===== src/rtl/midi_poly_decoder_pkg.sv =====
// ============================================================================
// Module  : midi_poly_decoder_pkg
// Brief   : MIDI status constants, RX state encoding and message-length helper
// Revision: 1.0
// ============================================================================
`default_nettype none

package midi_poly_decoder_pkg;

  localparam logic [3:0] NOTE_OFF = 4'h8;
  localparam logic [3:0] NOTE_ON  = 4'h9;
  localparam logic [3:0] POLY_AT  = 4'hA;
  localparam logic [3:0] CC       = 4'hB;
  localparam logic [3:0] PROG     = 4'hC;
  localparam logic [3:0] CH_AT    = 4'hD;
  localparam logic [3:0] PBEND    = 4'hE;

  localparam logic [6:0] CC_ALL_NOTES_OFF = 7'h7B;
  localparam logic [7:0] RT_MIN           = 8'hF8;
  localparam logic [7:0] SYS_MIN          = 8'hF0;

  typedef enum logic [1:0] {
    RX_IDLE  = 2'd0,
    RX_START = 2'd1,
    RX_DATA  = 2'd2,
    RX_STOP  = 2'd3
  } rx_state_t;

  // Program change and channel aftertouch carry a single data byte
  function automatic logic is_one_data(input logic [7:0] status);
    return (status[7:4] == PROG) || (status[7:4] == CH_AT);
  endfunction

endpackage

`default_nettype wire


===== src/rtl/midi_uart_rx.sv =====
// ============================================================================
// Module  : midi_uart_rx
// Brief   : Synchronised, oversampled 8N1 receiver for the MIDI line
// Revision: 1.0
// ============================================================================
`default_nettype none

module midi_uart_rx
  import midi_poly_decoder_pkg::*;
#(
  parameter int BIT_TICKS = 128
) (
  input  logic       clk,
  input  logic       rst_n,
  input  logic       midi_in,
  output logic       byte_valid,
  output logic [7:0] byte_data,
  output logic       framing_err
);

  localparam int CW = $clog2(BIT_TICKS);
  localparam logic [CW-1:0] C_HALF_LAST = CW'(BIT_TICKS / 2 - 1);
  localparam logic [CW-1:0] C_BIT_LAST  = CW'(BIT_TICKS - 1);

  logic            r_sync1, r_sync2;
  rx_state_t       r_state, w_state_n;
  logic [CW-1:0]   r_cnt, w_cnt_n;
  logic [2:0]      r_bit, w_bit_n;
  logic [7:0]      r_shift, w_shift_n;
  logic            r_valid, w_valid_n;
  logic            r_ferr, w_ferr_n;

  always_ff @(posedge clk) begin
    if (!rst_n) begin
      r_sync1 <= 1'b1;
      r_sync2 <= 1'b1;
      r_state <= RX_IDLE;
      r_cnt   <= '0;
      r_bit   <= '0;
      r_shift <= '0;
      r_valid <= 1'b0;
      r_ferr  <= 1'b0;
    end else begin
      r_sync1 <= midi_in;
      r_sync2 <= r_sync1;
      r_state <= w_state_n;
      r_cnt   <= w_cnt_n;
      r_bit   <= w_bit_n;
      r_shift <= w_shift_n;
      r_valid <= w_valid_n;
      r_ferr  <= w_ferr_n;
    end
  end

  always_comb begin
    w_state_n = r_state;
    w_cnt_n   = r_cnt + CW'(1);
    w_bit_n   = r_bit;
    w_shift_n = r_shift;
    w_valid_n = 1'b0;
    w_ferr_n  = 1'b0;
    case (r_state)
      RX_IDLE: begin
        w_cnt_n = '0;
        if (!r_sync2) w_state_n = RX_START;
      end
      RX_START: begin
        // Mid-start-bit check rejects short glitches
        if (r_cnt == C_HALF_LAST) begin
          w_cnt_n   = '0;
          w_bit_n   = '0;
          w_state_n = r_sync2 ? RX_IDLE : RX_DATA;
        end
      end
      RX_DATA: begin
        if (r_cnt == C_BIT_LAST) begin
          w_cnt_n   = '0;
          w_shift_n = {r_sync2, r_shift[7:1]};
          w_bit_n   = r_bit + 3'd1;
          if (r_bit == 3'd7) w_state_n = RX_STOP;
        end
      end
      RX_STOP: begin
        if (r_cnt == C_BIT_LAST) begin
          w_cnt_n   = '0;
          w_valid_n = r_sync2;
          w_ferr_n  = ~r_sync2;
          w_state_n = RX_IDLE;
        end
      end
      default: w_state_n = RX_IDLE;
    endcase
  end

  // Shift register holds still through STOP/IDLE, so it is the byte output
  assign byte_valid  = r_valid;
  assign byte_data   = r_shift;
  assign framing_err = r_ferr;

endmodule

`default_nettype wire


===== src/rtl/midi_poly_decoder.sv =====
// ============================================================================
// Module  : midi_poly_decoder
// Brief   : MIDI receive, running-status parser and N-voice note table
// Revision: 1.0
// ============================================================================
`default_nettype none

module midi_poly_decoder
  import midi_poly_decoder_pkg::*;
#(
  parameter int BIT_TICKS  = 128,
  parameter int NUM_VOICES = 4,
  parameter int CHANNEL    = 0,
  parameter bit OMNI       = 1'b0
) (
  input  logic                    clk,
  input  logic                    rst_n,
  input  logic                    midi_in,
  output logic                    msg_valid,
  output logic [7:0]              msg_status,
  output logic [6:0]              msg_data1,
  output logic [6:0]              msg_data2,
  output logic [NUM_VOICES-1:0]   voice_active,
  output logic [7*NUM_VOICES-1:0] voice_note,
  output logic [7*NUM_VOICES-1:0] voice_vel,
  output logic                    framing_err,
  output logic                    voice_ovf
);

  logic       w_byte_valid;
  logic [7:0] w_byte;

  midi_uart_rx #(
    .BIT_TICKS (BIT_TICKS)
  ) u_rx (
    .clk         (clk),
    .rst_n       (rst_n),
    .midi_in     (midi_in),
    .byte_valid  (w_byte_valid),
    .byte_data   (w_byte),
    .framing_err (framing_err)
  );

  logic [7:0] r_status;
  logic       r_have1;
  logic [6:0] r_d1;

  // r_status == 0 means no running status (bit 7 clear)
  always_ff @(posedge clk) begin
    if (!rst_n) begin
      r_status   <= '0;
      r_have1    <= 1'b0;
      r_d1       <= '0;
      msg_valid  <= 1'b0;
      msg_status <= '0;
      msg_data1  <= '0;
      msg_data2  <= '0;
    end else begin
      msg_valid <= 1'b0;
      if (w_byte_valid && (w_byte < RT_MIN)) begin
        if (w_byte >= SYS_MIN) begin
          r_status <= '0;
        end else if (w_byte[7]) begin
          r_status <= w_byte;
          r_have1  <= 1'b0;
        end else if (r_status[7]) begin
          if (is_one_data(r_status)) begin
            msg_valid  <= 1'b1;
            msg_status <= r_status;
            msg_data1  <= w_byte[6:0];
            msg_data2  <= '0;
          end else if (!r_have1) begin
            r_d1    <= w_byte[6:0];
            r_have1 <= 1'b1;
          end else begin
            msg_valid  <= 1'b1;
            msg_status <= r_status;
            msg_data1  <= r_d1;
            msg_data2  <= w_byte[6:0];
            r_have1    <= 1'b0;
          end
        end
      end
    end
  end

  logic                  w_apply, w_note_on, w_note_off, w_all_off, w_hit;
  logic [3:0]            w_hi;
  logic [NUM_VOICES-1:0] w_match, w_free, w_alloc, w_set, w_upd, w_clr;

  assign w_hi       = msg_status[7:4];
  assign w_apply    = msg_valid && (OMNI || (msg_status[3:0] == 4'(CHANNEL)));
  assign w_note_on  = w_apply && (w_hi == NOTE_ON) && (msg_data2 != 7'd0);
  assign w_note_off = w_apply && ((w_hi == NOTE_OFF) ||
                                  ((w_hi == NOTE_ON) && (msg_data2 == 7'd0)));
  assign w_all_off  = w_apply && (w_hi == CC) && (msg_data1 == CC_ALL_NOTES_OFF);

  assign w_hit   = |w_match;
  assign w_free  = ~voice_active;
  // Isolate the lowest set bit of the free mask
  assign w_alloc = w_free & (~w_free + NUM_VOICES'(1));
  assign w_set   = (w_note_on && !w_hit) ? w_alloc : '0;
  assign w_upd   = w_note_on ? w_match : '0;
  assign w_clr   = w_all_off ? '1 : (w_note_off ? w_match : '0);

  generate
    for (genvar i = 0; i < NUM_VOICES; i++) begin : g_slot
      logic       r_act;
      logic [6:0] r_note;
      logic [6:0] r_vel;

      always_ff @(posedge clk) begin
        if (!rst_n) begin
          r_act  <= 1'b0;
          r_note <= '0;
          r_vel  <= '0;
        end else if (w_clr[i]) begin
          r_act  <= 1'b0;
          r_note <= '0;
          r_vel  <= '0;
        end else if (w_set[i]) begin
          r_act  <= 1'b1;
          r_note <= msg_data1;
          r_vel  <= msg_data2;
        end else if (w_upd[i]) begin
          r_vel  <= msg_data2;
        end
      end

      assign w_match[i]          = r_act && (r_note == msg_data1);
      assign voice_active[i]     = r_act;
      assign voice_note[7*i +: 7] = r_note;
      assign voice_vel[7*i +: 7]  = r_vel;
    end
  endgenerate

  always_ff @(posedge clk) begin
    if (!rst_n) voice_ovf <= 1'b0;
    else        voice_ovf <= w_note_on && !w_hit && !(|w_free);
  end

endmodule

`default_nettype wire


===== config.mk =====
export PLATFORM = sky130hd
export DESIGN_NAME = midi_poly_decoder
export DESIGN_NICKNAME = d
export VERILOG_FILES = /design/src/rtl/midi_poly_decoder_pkg.sv /design/src/rtl/midi_uart_rx.sv /design/src/rtl/midi_poly_decoder.sv
export SDC_FILE = /design/constraint.sdc
export NUM_CORES = 1
export LEC_CHECK = 0
export BUFFER_PORTS_ARGS = -buffer_cell sky130_fd_sc_hd__buf_4
export CORE_UTILIZATION = 30
export CTS_BUF_LIST = sky130_fd_sc_hd__clkbuf_8
export DETAILED_ROUTE_END_ITERATION = 7
export GPL_ROUTABILITY_DRIVEN = 0
export PLACE_DENSITY_LB_ADDON = 0.2
export REMOVE_ABC_BUFFERS = 1
export SLEW_MARGIN = 20
export SYNTH_ARGS = -nofsm -noshare
export SYNTH_HDL_FRONTEND = slang
export SYNTH_SLANG_ARGS = --single-unit

===== constraint.sdc =====
create_clock -name clk -period 6.2 [get_ports clk]
set_input_delay 0.62 -clock clk [delete_from_list [all_inputs] [get_ports clk]]
set_output_delay 0.62 -clock clk [all_outputs]
set_load 0.02 [all_outputs]

**After elaboration in Yosys (flattened, before gate mapping)**

Index checks and enable logic that the tools add are counted.
Widths: inputs -> output; s select.

- Order comparisons: 2
- Bitwise gates (word level): 11
- Eq/ne operators: 22
- Multiplexer cells: 39
- $add $sub $neg: 3
- Reduce and logical (&&, ||, !) cells: 46

Operators by type and width:

| operator | count |
|---|---|
| $mux 7 | 14 |
| $mux 8 | 4 |
| $eq 7x7->1 | 4 |
| $pmux 7 s3 | 1 |
| $eq 4x4->1 const B | 5 |
| $mux 4 | 4 |
| $reduce_bool 2->1 | 8 |
| $eq 7x7->1 const B | 2 |
| $logic_and 1x1->1 | 14 |
| $mux 2 | 6 |
| $ne 2x1->1 const B | 5 |
| $reduce_and 5->1 | 2 |
| $reduce_or 2->1 | 5 |
| $ge 8x8->1 const B | 1 |
| $lt 8x8->1 const B | 1 |
| $not 1->1 | 8 |
| $not 4->4 | 2 |
| $pmux 2 s4 | 1 |
| $reduce_or 4->1 | 2 |
| $add 7x1->7 const B | 1 |
| $eq 7x6->1 const B | 1 |
| $logic_not 7->1 | 1 |
| $reduce_bool 7->1 | 1 |
| $mux 1 | 6 |
| other kinds (18) | 24 |

- Word-level logic and storage cells: 151
- Register bits after elaboration: 124
- Bits of input ports: 3

**Longest topological paths before layout**

Gate-level depths: netlist (run 1).

- Word-level depth: 7
- Gate-level depth with buffers: 8

**Cells and area by module**

A second synthesis (run 1) with hierarchy kept.

- Cell total of the unflattened synthesis: 623
- Area, all modules: 5486.5 sq um

By module, submodules not included:

| module | times used | sequential area each (sq um) | area each (sq um) | cells an instance |
|---|---|---|---|---|
| midi_poly_decoder | 1 | 2001.9 | 4474.3 | 521 |
| midi_uart_rx | 1 | 480.5 | 1012.2 | 102 |

**Worst setup path before layout (run 1)**

Ideal clock, no wire load.

- Path kind: reg-to-reg
- Start point: reg msg_status[0]
- End point: reg g_slot[1].r_note[0]
- Arrival: 2405 ps
- Buffers on the path: 0
- Stages on the path, launching flop included: 6
- Library setup time: 72 ps
- Data required time: 6128 ps
- Slack: 3724 ps
- Cell sequence: dfxtp_1 -> or4_4 -> a2111o_1 -> a21o_4 -> nor4_4 -> mux2i_1

- Cells in the longest elaborated chain, start to end: 6

Ends and longest elaborated chain:

| item | line | source |
|---|---|---|
| from (decl) | midi_poly_decoder.sv:20 | `output logic [7:0] msg_status,` |
| from (signal assigned) | midi_poly_decoder.sv:69 | `msg_status <= r_status;` |
| from (signal assigned) | midi_poly_decoder.sv:77 | `msg_status <= r_status;` |
| $logic_not 4->1 * | midi_poly_decoder.sv:92 | `assign w_apply = msg_valid && (OMNI \|\| (msg_status[3:0] == 4'(CHANNEL)));` |
| $logic_and 1x1->1 * | midi_poly_decoder.sv:92 |  |
| $logic_and 1x1->1, on equally long branches | midi_poly_decoder.sv:94, midi_poly_decoder.sv:93, midi_poly_decoder.sv:96 |  |
| $mux 4, or another cell as far along | midi_poly_decoder.sv:104 | `assign w_clr = w_all_off ? '1 : (w_note_off ? w_match : '0);` |
| $mux 4 or $logic_and 1x1->1 (tied branches) | midi_poly_decoder.sv:104, midi_poly_decoder.sv:102 |  |
| $reduce_or 2->1 (no line) or $mux 4 (tied branches) | -- |  |
| to (signal assigned) | midi_poly_decoder.sv:123 | `r_note <= msg_data1;` |
| to (decl) | midi_poly_decoder.sv:109 | `logic [6:0] r_note;` |

Mark *: on every way between the ends. The rest lies on a longest branch, timed or not.
A chain may end at the register's enable or synchronous reset.

**Worst setup path after layout (run 1)**

- Start point: reg msg_data1[3]
- End point: reg g_slot[0].r_vel[1]

- Cells in the longest elaborated chain, start to end: 7

Ends and longest elaborated chain:

| item | line | source |
|---|---|---|
| from (decl) | midi_poly_decoder.sv:21 | `output logic [6:0] msg_data1,` |
| from (signal assigned) | midi_poly_decoder.sv:70 | `msg_data1 <= w_byte[6:0];` |
| from (signal assigned) | midi_poly_decoder.sv:78 | `msg_data1 <= r_d1;` |
| $eq 7x7->1 | midi_poly_decoder.sv:130 | `assign w_match[i] = r_act && (r_note == msg_data1);` |
| $logic_and 1x1->1 | midi_poly_decoder.sv:130 |  |
| $reduce_or 4->1 | midi_poly_decoder.sv:98 | `assign w_hit = \|w_match;` |
| $logic_not 1->1 | midi_poly_decoder.sv:102 | `assign w_set = (w_note_on && !w_hit) ? w_alloc : '0;` |
| $logic_and 1x1->1 | midi_poly_decoder.sv:102 |  |
| $mux 4 | midi_poly_decoder.sv:102 |  |
| $mux 7 or $reduce_bool 2->1 (tied branches) | -- |  |
| to (signal assigned) | midi_poly_decoder.sv:124 | `r_vel <= msg_data2;` |
| to (signal assigned) | midi_poly_decoder.sv:126 | `r_vel <= msg_data2;` |
| to (decl) | midi_poly_decoder.sv:110 | `logic [6:0] r_vel;` |

Several ways; a longest one is shown, not always the timed one.

==> metrics.txt, run 1 <==
status=complete, no violations; Tightest Hold Check Type=in2reg; hold_buf cts=0; Skew-Pair Late Insertion Delay=around 0.46 ns; unrepaired setup endpoints after global routing=false; Detailed Route WL=15670 microns; Port Buffers=87; Die W=141.5 microns; Synth Flop Type=dfxtp_1; Pint=around 1.3 mW; starting density of the core=30.88%; async set or reset register ratio after synthesis=0%; Final Max Slew Viols=0; grt ovf=0; CTS sink cnt=124; Post-synth EDFFs=0; full die area=20010 sq um; Clk network pwr share=48.8%; Mean Syn Cell Area=roughly 8.8 sq um; htree depth=4; All-Layer GR Usage=16.33%; drt drc=0; net switching power=0.3913 mW; Flop pwr share=48.7%; drt initial violations=314; sw frac=23.76%; diodes inserted=0; Post-CTS Setup Inserts=0; first-pass GRT wire length=between 20000 and 30000 microns; max-cap violations=0; I/O Pins=88; post-DP HPWL=approximately 11000 microns; Comb power frac=2.6%; Distinct cells, synth=51; Vias/cell=5.133; Vias=between 5000 and 6000; largest cells by area after synthesis=dfxtp_1 (43%), nand3_1 (12%), mux2i_1 (11%), nand2_1 (3.3%), xor2_1 (2.9%); peak supply drop=~0.00015 V; layout cells sized above 1=19.40%; Setup crit end kind=flip-flop; Worst slew margin=37.59%; crit path time final=3.007 ns; static leakage=2.548 nW; setup_tns=0 ns; std cell rows=50; critical path launch point type=flip-flop; Synth-to-Final Area Change=21.66%; CP arrival=3.32 ns; CP max FO=15; Synth top area share=a little over two fifths; Layout Nets=730; Power Density=232.0 nW/um^2; Final setup viols=0; Num CTS Buffers=17; # resized after CTS=0; Fmax=roughly 0.33 GHz; DRT Pass-1 Iters=4; clock buffer depth=2; Clock Pin Slew Worst Setup and Hold Paths=0.08 ns; Worst-Margin Slew=0.9361 ns; CTS tree=yes; crit path kind=reg2reg; Critical Path RT=6.51 ns; synth warn=0; Die Ht=141.5 microns; Synth Cell Area=5834 sq um; vias in the first global route=4790; post-synthesis sequential area ratio=~43%; Yosys top cell by area=dfxtp_1; CTS root buf=clkbuf_8; initial antenna violation count=0; Routed Antenna Nets=0; wire length per cell=15.80 microns; Yosys reg bits=124; worst clock skew=0.02310 ns; Hold Vio Cnt, Final=0; pin count of the biggest net entering global routing=between 60 and 70; Tot Pwr=1.647 mW; Core Footprint=18890 sq um; Syn Inst Count=663; crit share post-route=48.50%
==> layer usage <==
layer	global-route usage [%]	wire [microns]
met5	0	0
met4	4.641	200
met3	4.489	676
met2	27.51	7607
met1	20.36	7186
==> cells by family after synthesis <==
family          Yosys count  synth area share (%)
simple gates            294                 25.99
flops                   124                 42.55
compound gates           70                 8.643
buf+inv                  68                 4.804
mux                      67                 11.49
xor+xnor                 32                 4.804
fa+ha+maj                 8                 1.716
==> power groups by stage <==
stage	clock network [mW]	logic (mW)	registers (mW)
2_1_floorplan	0	0.0287	0.819
3_3_place_gp	0	0.0392	0.820
3_5_place_dp	0	0.0405	0.820
4_1_cts	0.824	0.0419	0.801
5_1_grt	0.867	0.0467	0.801
6_report	0.803	0.0424	0.801
==> state kept, by name, indices dropped and copies added (netlist names), 3 cells and up, named ones only <==
name and count:
g_slot.r_note 28, g_slot.r_vel 28, msg_status 8, r_status 8, u_rx.byte_data 8, msg_data1 7
msg_data2 7, r_d1 7, u_rx.r_cnt 7, g_slot.r_act 4, u_rx.r_bit 3
==> Yosys cell counts, types with 2 or more instances <==
cell	count
nor4_4	4
and2_1	3
o211a_1	4
nor2b_1	2
and4_1	2
o32ai_2	2
nand3b_1	4
o21ai_0	3
or4_1	2
clkbuf_1	37
nand2_1	52
or4b_2	2
a311oi_1	8
a22oi_1	8
a21oi_1	29
xnor2_1	13
and3_1	3
o211ai_1	2
nor3_1	7
xor2_1	19
buf_1	10
nand4_1	8
buf_2	8
nor4_1	7
ha_1	8
dfxtp_1	124
nand3_1	142
nand2b_1	4
buf_4	4
nor2_1	43
mux2i_1	67
o21bai_1	3
inv_1	9
or3_1	3
==> cell type report <==
cell class              count  area [sq um]
multi-input cells         471          3079
clock buffers              17         234.0
fillers                  1957         11800
well taps                 260         325.3
flip-flops and latches    124          2482
clock inverters            15         211.5
repair buffers             96         732.0
inverters                   9         33.78
==> critical path: stages, from the launching register on <==
cell and delay (ns):
dfxtp_1 0.71, xor2_1 0.15, nor4_1 0.77, nand4_1 0.69, buf_6 0.37, nand3_1 0.09, mux2i_1 0.08
==> layout by cell type, fill, tap and decap left out, drive strengths merged, types with 3 or more instances in the layout <==
| master | instances |
|---|---|
| clkinv | 3 |
| bufinv | 4 |
| o32ai | 3 |
| mux2i | 67 |
| nor3 | 7 |
| nand3 | 142 |
| nand4 | 8 |
| xor2 | 19 |
| nor4 | 11 |
| nand3b | 4 |
| a311oi | 8 |
| a21oi | 29 |
| and3 | 3 |
| nand2 | 52 |
| or4 | 3 |
| dfxtp | 124 |
| clkbuf | 17 |
| ha | 8 |
| buf | 96 |
| o211a | 4 |
| a22oi | 8 |
| and2 | 3 |
| o21ai | 3 |
| clkinvlp | 3 |
| nand2b | 4 |
| nor2 | 43 |
| xnor2 | 13 |
| inv | 14 |
| o21bai | 3 |
| or3 | 3 |
==> final timing paths <==
kind / start / endpoint / slack (ns) / cells after the start
worst max register to register: msg_data1[3] / g_slot[0].r_vel[1] / 3.19 / 6
worst min-delay path: midi_in / u_rx.r_sync1 / 0.35 / 2
worst max-delay path: msg_data1[3] / g_slot[0].r_vel[1] / 3.19 / 6
worst min register to register: u_rx.r_sync1 / u_rx.r_sync2 / 0.42 / 1
==> through the flow <==
step | worst slack, ns | cells | hold slack (ns) | cell area, sq um | util (%)
floorplan | 2.618 | 604 | 0.3863 | 5588 | -
global placement | 2.871 | 958 | 0.3914 | 6626 | 35.07
detailed placement | 2.781 | 958 | 0.3999 | 6626 | 35.07
CTS | 2.778 | 990 | 0.3251 | 7072 | 37.43
global route | 2.941 | 992 | 0.3240 | 7098 | 37.57
finish | 3.193 | 992 | 0.3467 | 7098 | 37.57
Note: power is estimated with default switching activity, not from simulation.
==> inputs of run 2 (changes only) <==
clock period = 3.1 ns   (was 6.2 ns; I/O delays follow)
==> run 2 against run 1 <==
Global-route usage fell by 0.31 points. Non-clock buffer count rose by 25. Setup slack got worse by 2.7 ns. Total power rose by 100%. Critical endpoint is now g_slot[1].r_note[1]. Die area did not move. Cell area rose by 2.7%. Flip-flop and latch count stayed put. Cell count increased by 2.5%. Clock-buffer cell count rose by 1. Sequential share of layout area fell by 0.94 points. Core utilization rose by 1.0 points. Register-to-register slack got worse by 2.7 ns.
==> metrics.txt, run 2 (same netlist as run 1, synthesis figures left out) <==
status=complete, no violations (unchanged); Synth-to-Final Area Change=25.01% (was 21.66%); std cell rows=50 (unchanged); Comb power frac=2.5% (was 2.6%); All-Layer GR Usage=16.02% (was 16.33%); peak supply drop=0.0003835 V (was 0.0001468 V); Power Density=459.8 nW/um^2 (was 232.0 nW/um^2); max-cap violations=0 (unchanged); net switching power=0.7510 mW (was 0.3913 mW); hold depth=2 (unchanged); Setup crit end kind=flip-flop (unchanged); htree depth=4 (unchanged); grt ovf=0 (unchanged); reg2reg start=msg_status[0] (was msg_data1[3]); Final Max Slew Viols=0 (unchanged); fillers=1931 (was 1957); end of the critical path=g_slot[1].r_note[1] (was g_slot[0].r_vel[1]); Tot Pwr=3.353 mW (was 1.647 mW); drt initial violations=248 (was 314); cells along the critical path=or4_4 > a2111o_1 > a21o_4 > nor4_4 > mux2i_1 (was xor2_1 > nor4_1 > nand4_1 > buf_6 > nand3_1 > mux2i_1); starting density of the core=30.88% (unchanged); reg2reg end=g_slot[1].r_note[1] (was g_slot[0].r_vel[1]); Fmax=0.3818 GHz (was 0.3326 GHz); Tightest Hold Check Type=in2reg (unchanged); initial antenna violation count=0 (unchanged); Vias=5105 (was 5092); Core Footprint=18890 sq um (unchanged); DP Worst Slack=0.4801 ns (was 2.781 ns); layout cells sized above 1=22.06% (was 19.40%); Die W=141.5 microns (unchanged); commonest cells after routing, fill and taps aside=nand3_1 (142), dfxtp_1 (124), buf_4 (121) (was nand3_1 (142), dfxtp_1 (124), buf_4 (94)); static leakage=2.680 nW (was 2.548 nW); post-DP HPWL=11120 microns (was 10740 microns); Num CTS Buffers=17 (unchanged); worst path bufs/invs=0 (was 1); Top delay family on crit path=simple AND/OR/NAND/NOR gates (unchanged); full die area=20010 sq um (unchanged); crit path kind=reg2reg (unchanged); Layout Nets=755 (was 730); Hold Vio Cnt, Final=0 (unchanged); Detailed Route WL=15790 microns (was 15670 microns); Final WS setup=0.4808 ns (was 3.193 ns); wire length per cell=15.53 microns (was 15.80 microns); pin count of the biggest net entering global routing=72 (was 66); CTS tree=yes (unchanged); Worst-Margin Slew=0.8388 ns (was 0.9361 ns); CP arrival=2.99 ns (was 3.32 ns); Pint=2.602 mW (was 1.255 mW); flop2flop setup slack=0.48 ns (was 3.19 ns); most common cell after layout, fill and taps aside=nand3_1 (unchanged); Final setup viols=0 (unchanged); unrepaired setup endpoints after global routing=false (unchanged); hold_buf cts=0 (unchanged); Flop pwr share=47.8% (was 48.7%); reg2reg path depth=5 (was 6); first-pass GRT wire length=25210 microns (was 25470 microns); sw frac=22.40% (was 23.76%); max incr delay on CP=0.60 ns (was 0.77 ns); Crit path depth=5 (was 6); DRT Pass-1 Iters=6 (was 4); CTS root buf=clkbuf_8 (unchanged); clock buffer depth=2 (unchanged); # resized after CTS=0 (unchanged); vias in the first global route=4813 (was 4790); diodes inserted=0 (unchanged); Clock Pin Slew Worst Setup and Hold Paths=0.07 ns (was 0.08 ns); Routed Antenna Nets=0 (unchanged); CP max stage cell=nor4_4 (was nor4_1); CP max FO=8 (was 15); Worst slew margin=44.08% (was 37.59%); Clk network pwr share=49.7% (was 48.8%); I/O Pins=88 (unchanged); Die Ht=141.5 microns (unchanged); Largest regs=g_slot.r_note (28), g_slot.r_vel (28) (unchanged); crit share post-route=84.49% (was 48.50%); crit path time final=2.619 ns (was 3.007 ns); critical path launch point type=flip-flop (unchanged); Skew-Pair Late Insertion Delay=0.45 ns (was 0.46 ns); Critical Path RT=3.47 ns (was 6.51 ns); Vias/cell=5.020 (was 5.133); Post-CTS Setup Inserts=0 (unchanged); Port Buffers=87 (unchanged); worst clock skew=0.01731 ns (was 0.02310 ns); drt drc=0 (unchanged); Critical Path Source=msg_status[0] (was msg_data1[3]); CTS sink cnt=124 (unchanged)
## run 2: changes by cell type in the layout (fill, tap and decap cells not counted)
cell | previous run | this run
inv_6 | 4 | 2
clkbuf_8 | 17 | 18
clkinvlp_4 | 3 | 4
buf_4 | 94 | 121
inv_8 | 1 | 0
bufinv_16 | 4 | 5
buf_8 | 1 | 0
clkinv_2 | 1 | 2
buf_6 | 1 | 0
clkinv_4 | 2 | 1
## run 2: worst register-to-register path, delay by kind of cell (launching register included)
family / cells / cell delay [ns]
simple gates: 2 / 1.16
compound gates: 2 / 0.82
mux: 1 / 0.26
flops: 1 / 0.33
## run 2: stage by stage
step | util [%] | area (sq um) | hold slack (ns) | std cells | TNS [ns]
final | 38.60 | 7293 | 0.05235 | 1017 | 0
after global routing | 38.60 | 7293 | 0.02599 | 1017 | 0
after CTS | 38.60 | 7293 | 0.02156 | 1017 | 0
after detailed placement | 36.15 | 6829 | 0.3955 | 985 | 0
after global placement | 36.15 | 6829 | 0.3922 | 985 | 0
after floorplan | - | 5588 | 0.3830 | 604 | -26.74
## run 2: layout make-up
class                   instances  area (sq um)  area share [%]
inverters                       9         33.78          0.4632
flip-flops and latches        124          2482           34.04
well taps                     260         325.3           4.460
clock inverters                14         216.5           2.968
multi-input cells             471          3079           42.22
repair buffers                121         908.4           12.45
clock buffers                  18         247.7           3.397
## run 2: power groups by stage
stage,registers [mW],logic [mW],clock network (mW)
6_report,1.60,0.0836,1.67
5_1_grt,1.60,0.0946,1.79
3_3_place_gp,1.64,0.0800,0
4_1_cts,1.60,0.0837,1.71
2_1_floorplan,1.64,0.0573,0
3_5_place_dp,1.64,0.0830,0
## run 2: worst min-delay path by stage
stage	from	to	slack, ns
2_1_floorplan	rst_n	u_rx.r_sync1	0.38
3_3_place_gp	u_rx.r_sync1	u_rx.r_sync2	0.39
3_5_place_dp	u_rx.r_sync1	u_rx.r_sync2	0.40
4_1_cts	midi_in	u_rx.r_sync1	0.02
5_1_grt	midi_in	u_rx.r_sync1	0.03
6_report	midi_in	u_rx.r_sync1	0.05
## run 2: metal layers
layer  routed length, microns  vias up  global-route usage, %  part of all wire (%)
met5                        0        -                      0                     0
met4                      277        0                  5.603                   1.8
met1                     7229     2434                  20.25                    46
met3                      781       18                  4.016                   4.9
met2                     7502      127                  26.47                    48
li1                         -     2526                      -                     -
==> inputs of run 3 (changes only) <==
ABC_AREA = 1   (was default)
clock period = 2.5 ns   (was 3.1 ns; I/O delays follow)
==> run 3 against run 2 <==
Hold slack gained 0.21 ns. Critical endpoint is now g_slot[2].r_act. Non-clock buffer count decreased by 8. Sequential share of layout area increased by 0.29 points. Via count is 4.7% higher. Register-to-register slack lost 0.23 ns. Area after synthesis up 0.77%. Total power is 17% higher. Clock-buffer cell count down 1. Core utilization fell by 0.46 points. Flip-flop and latch count unchanged. Clock power up 8%.
==> metrics.txt, run 3 <==
worst path bufs/invs=1 (was 0); area of the multi-input gates=2709 sq um (was 3079 sq um); XOR/XNOR share of the synthesized area=1.490% (was 4.804%); CTS tree=yes (unchanged); Post-synth EDFFs=0 (unchanged); std cell rows=50 (unchanged); synth warn=0 (unchanged); DRT Pass-1 Iters=5 (was 6); CP arrival=2.63 ns (was 2.99 ns); CTS sink cnt=124 (unchanged); clock buffer depth=2 (unchanged); status=complete, no violations (unchanged); I/O Pins=88 (unchanged); Inst Count DP=1182 (was 985); cells along the critical path=xnor2_1 > nand3_1 > nor2_2 > a21oi_1 > buf_4 > a21boi_1 (was or4_4 > a2111o_1 > a21o_4 > nor4_4 > mux2i_1); unrepaired setup endpoints after global routing=false (unchanged); Num CTS Buffers=17 (unchanged); CTS root buf=clkbuf_8 (unchanged); Setup crit end kind=flip-flop (unchanged); peak supply drop=0.0003289 V (was 0.0003835 V); commonest cells after routing, fill and taps aside=nand2_1 (193), nor2_1 (142), dfxtp_1 (124) (was nand3_1 (142), dfxtp_1 (124), buf_4 (121)); drt initial violations=337 (was 248); Die W=142.0 microns (was 141.5 microns); diodes inserted=0 (unchanged); Distinct cells, synth=42 (was 51); Tightest Hold Check Type=in2reg (unchanged); Routed Antenna Nets=0 (unchanged); grt ovf=0 (unchanged); largest cells by area after synthesis=dfxtp_1 (42%), nand2_1 (12%), nor2_1 (9.1%), inv_1 (6.9%), a21oi_1 (6.1%) (was dfxtp_1 (43%), nand3_1 (12%), mux2i_1 (11%), nand2_1 (3.3%), xor2_1 (2.9%)); CP max FO=11 (was 8); initial antenna violation count=0 (unchanged); Layout Nets=953 (was 755); post-synthesis mux area share=0.3831% (was 11.49%); Final Max Slew Viols=0 (unchanged); pin count of the biggest net entering global routing=41 (was 72); Synth Flop Type=dfxtp_1 (unchanged); Synth-to-Final Area Change=22.98% (was 25.01%); Clock Pin Slew Worst Setup and Hold Paths=0.08 ns (was 0.07 ns); fillers=2043 (was 1931); crit path kind=reg2reg (unchanged); Synth Area in Compound Gates=12.11% (was 8.643%); static leakage=3.504 nW (was 2.680 nW); starting density of the core=31.02% (was 30.88%); Fmax=0.4455 GHz (was 0.3818 GHz); Synth Area in Adders=1.702% (was 1.716%); All-Layer GR Usage=16.54% (was 16.02%); Mean Syn Cell Area=6.925 sq um (was 8.800 sq um); Post-CTS Setup Inserts=0 (unchanged); wire length per cell=13.26 microns (was 15.53 microns); drt drc=0 (unchanged); first-pass GRT wire length=25610 microns (was 25210 microns); Synth Cell Area=5879 sq um (was 5834 sq um); Vias=5346 (was 5105); Skew-Pair Late Insertion Delay=0.45 ns (about the same); largest family of logic cells by synthesized area=simple AND/OR/NAND/NOR gates (unchanged); crit share post-route=89.79% (was 84.49%); count leader, synth=nand2_1 (was nand3_1); Yosys top cell by area=dfxtp_1 (unchanged); layout cells sized above 1=18.12% (was 22.06%); Final setup viols=0 (unchanged); Placed Area=6820 sq um (was 6829 sq um); Hold Vio Cnt, Final=0 (unchanged); setup_tns=0 ns (unchanged); htree depth=4 (unchanged); Synth top area share=42.22% (was 42.55%); max incr delay on CP=0.74 ns (was 0.60 ns); Core Footprint=18960 sq um (was 18890 sq um); Die Ht=142.0 microns (was 141.5 microns); Layout Cells excl Fill=1215 (was 1017); sequential cell area=2482 sq um (unchanged); max-cap violations=0 (unchanged); Vias/cell=4.400 (was 5.020); Power Density=543.2 nW/um^2 (was 459.8 nW/um^2); async set or reset register ratio after synthesis=0% (unchanged); critical path launch point type=flip-flop (unchanged); Synth top cells by count=nand2_1 (193), nor2_1 (142), dfxtp_1 (124), inv_1 (108), a21oi_1 (72) (was nand3_1 (142), dfxtp_1 (124), mux2i_1 (67), nand2_1 (52), nor2_1 (43)); post-DP HPWL=11500 microns (was 11120 microns); Critical Path RT=2.89 ns (was 3.47 ns); most common cell after layout, fill and taps aside=nand2_1 (was nand3_1); Synth Area in Simple Gates=30.09% (was 25.99%); Yosys reg bits=124 (unchanged); worst clock skew=0.01340 ns (was 0.01731 ns); Port Buffers=87 (unchanged); Top delay family on crit path=compound AO/OA/AOI/OAI gates (was simple AND/OR/NAND/NOR gates); crit path time final=2.245 ns (was 2.619 ns); Worst-Margin Slew=0.9200 ns (was 0.8388 ns); full die area=20160 sq um (was 20010 sq um); vias in the first global route=4845 (was 4813); Syn Inst Count=849 (was 663); Worst slew margin=38.67% (was 44.08%); Largest regs=g_slot.r_note (28), g_slot.r_vel (28) (unchanged); Detailed Route WL=16110 microns (was 15790 microns); post-synthesis sequential area ratio=42.22% (was 42.55%); post-route cell area=7231 sq um (was 7293 sq um); CP max stage cell=a21oi_1 (was nor4_4)
==> run 3: cell count changes after synthesis, moves of 9 or more <==
cell / change
nand3_1: -93
clkbuf_1: -28
nand2_1: +141
nor2_1: +99
a21oi_1: +43
xor2_1: -18
buf_4: +9
buf_1: -10
o21ai_0: +43
mux2i_1: -67
buf_6: +9
inv_1: +99
==> run 3: worst reg2reg max path, delay by kind of cell, from the launching register on <==
kind	cells	cell delay (ns)
buffers and inverters	1	0.28
AOI/OAI and AO/OA	2	0.89
xor gates and xnor gates	1	0.12
DFF	1	0.69
and+or+nand+nor	2	0.21
==> run 3: per-layer routing <==
metal,track usage (%),vias up,share of wire (%)
li1,-,2831,-
met1,21.70,2388,48
met2,26.47,106,46
met3,3.499,21,4.3
met4,6.452,0,1.8
met5,0,-,0
==> run 3: cell type report <==
| class | instances | share of cell area [%] |
|---|---|---|
| Multi-Input combinational cell | 572 | 37.46 |
| Sequential cell | 124 | 34.33 |
| Timing Repair Buffer | 113 | 12.29 |
| Inverter | 114 | 5.987 |
| Tap cell | 260 | 4.499 |
| Clock buffer | 17 | 3.236 |
| Clock inverter | 15 | 2.198 |
==> run 3: final timing paths <==
kind / startpoint / to / slack (ns) / depth (start not counted)
min: rst_n / flip-flop / 0.26 / 3
min reg2reg: u_rx.r_sync1 / u_rx.r_sync2 / 0.42 / 1
max reg2reg: msg_data1[1] / g_slot[2].r_act / 0.26 / 6
max: msg_data1[1] / g_slot[2].r_act / 0.26 / 6
==> run 3: power breakdown <==
part / total [mW] / leakage, nW / internal, mW / switching (mW)
Combinational: 0.130 / 2.30 / 0.0427 / 0.0872
Clock: 1.80 / 0.209 / 0.967 / 0.836
Sequential: 2.00 / 0.999 / 1.99 / 0.00802
Total: 3.93 / 3.50 / 3.00 / 0.932
==> run 3: what timing repair did <==
action                     CTS  global route
gates resized for setup      0             1
hold endpoints to repair     1             0
setup endpoints to repair    0             2
hold buffers                 1             0
==> run 3: stage by stage <==
stage                     worst slack, ns  total power [mW]  util [%]  hold WS [ns]
final                              0.2553             3.928     38.15        0.2623
after global placement             0.1486             2.168     35.96        0.3938
after global routing              0.06857             4.106     38.15        0.2573
after detailed placement           0.2140             2.170     35.98        0.4022
after floorplan                    0.2377             2.124         -        0.3566
after CTS                          0.2097             3.976     38.11        0.2466
==> run 3: kinds of logic after synthesis <==
kind of cell               Yosys count
and+or+nand+nor                    418
DFF                                124
AOI/OAI and AO/OA                  134
xor gates and xnor gates            10
adders and majority gates            8
buffers and inverters              153
muxes                                2
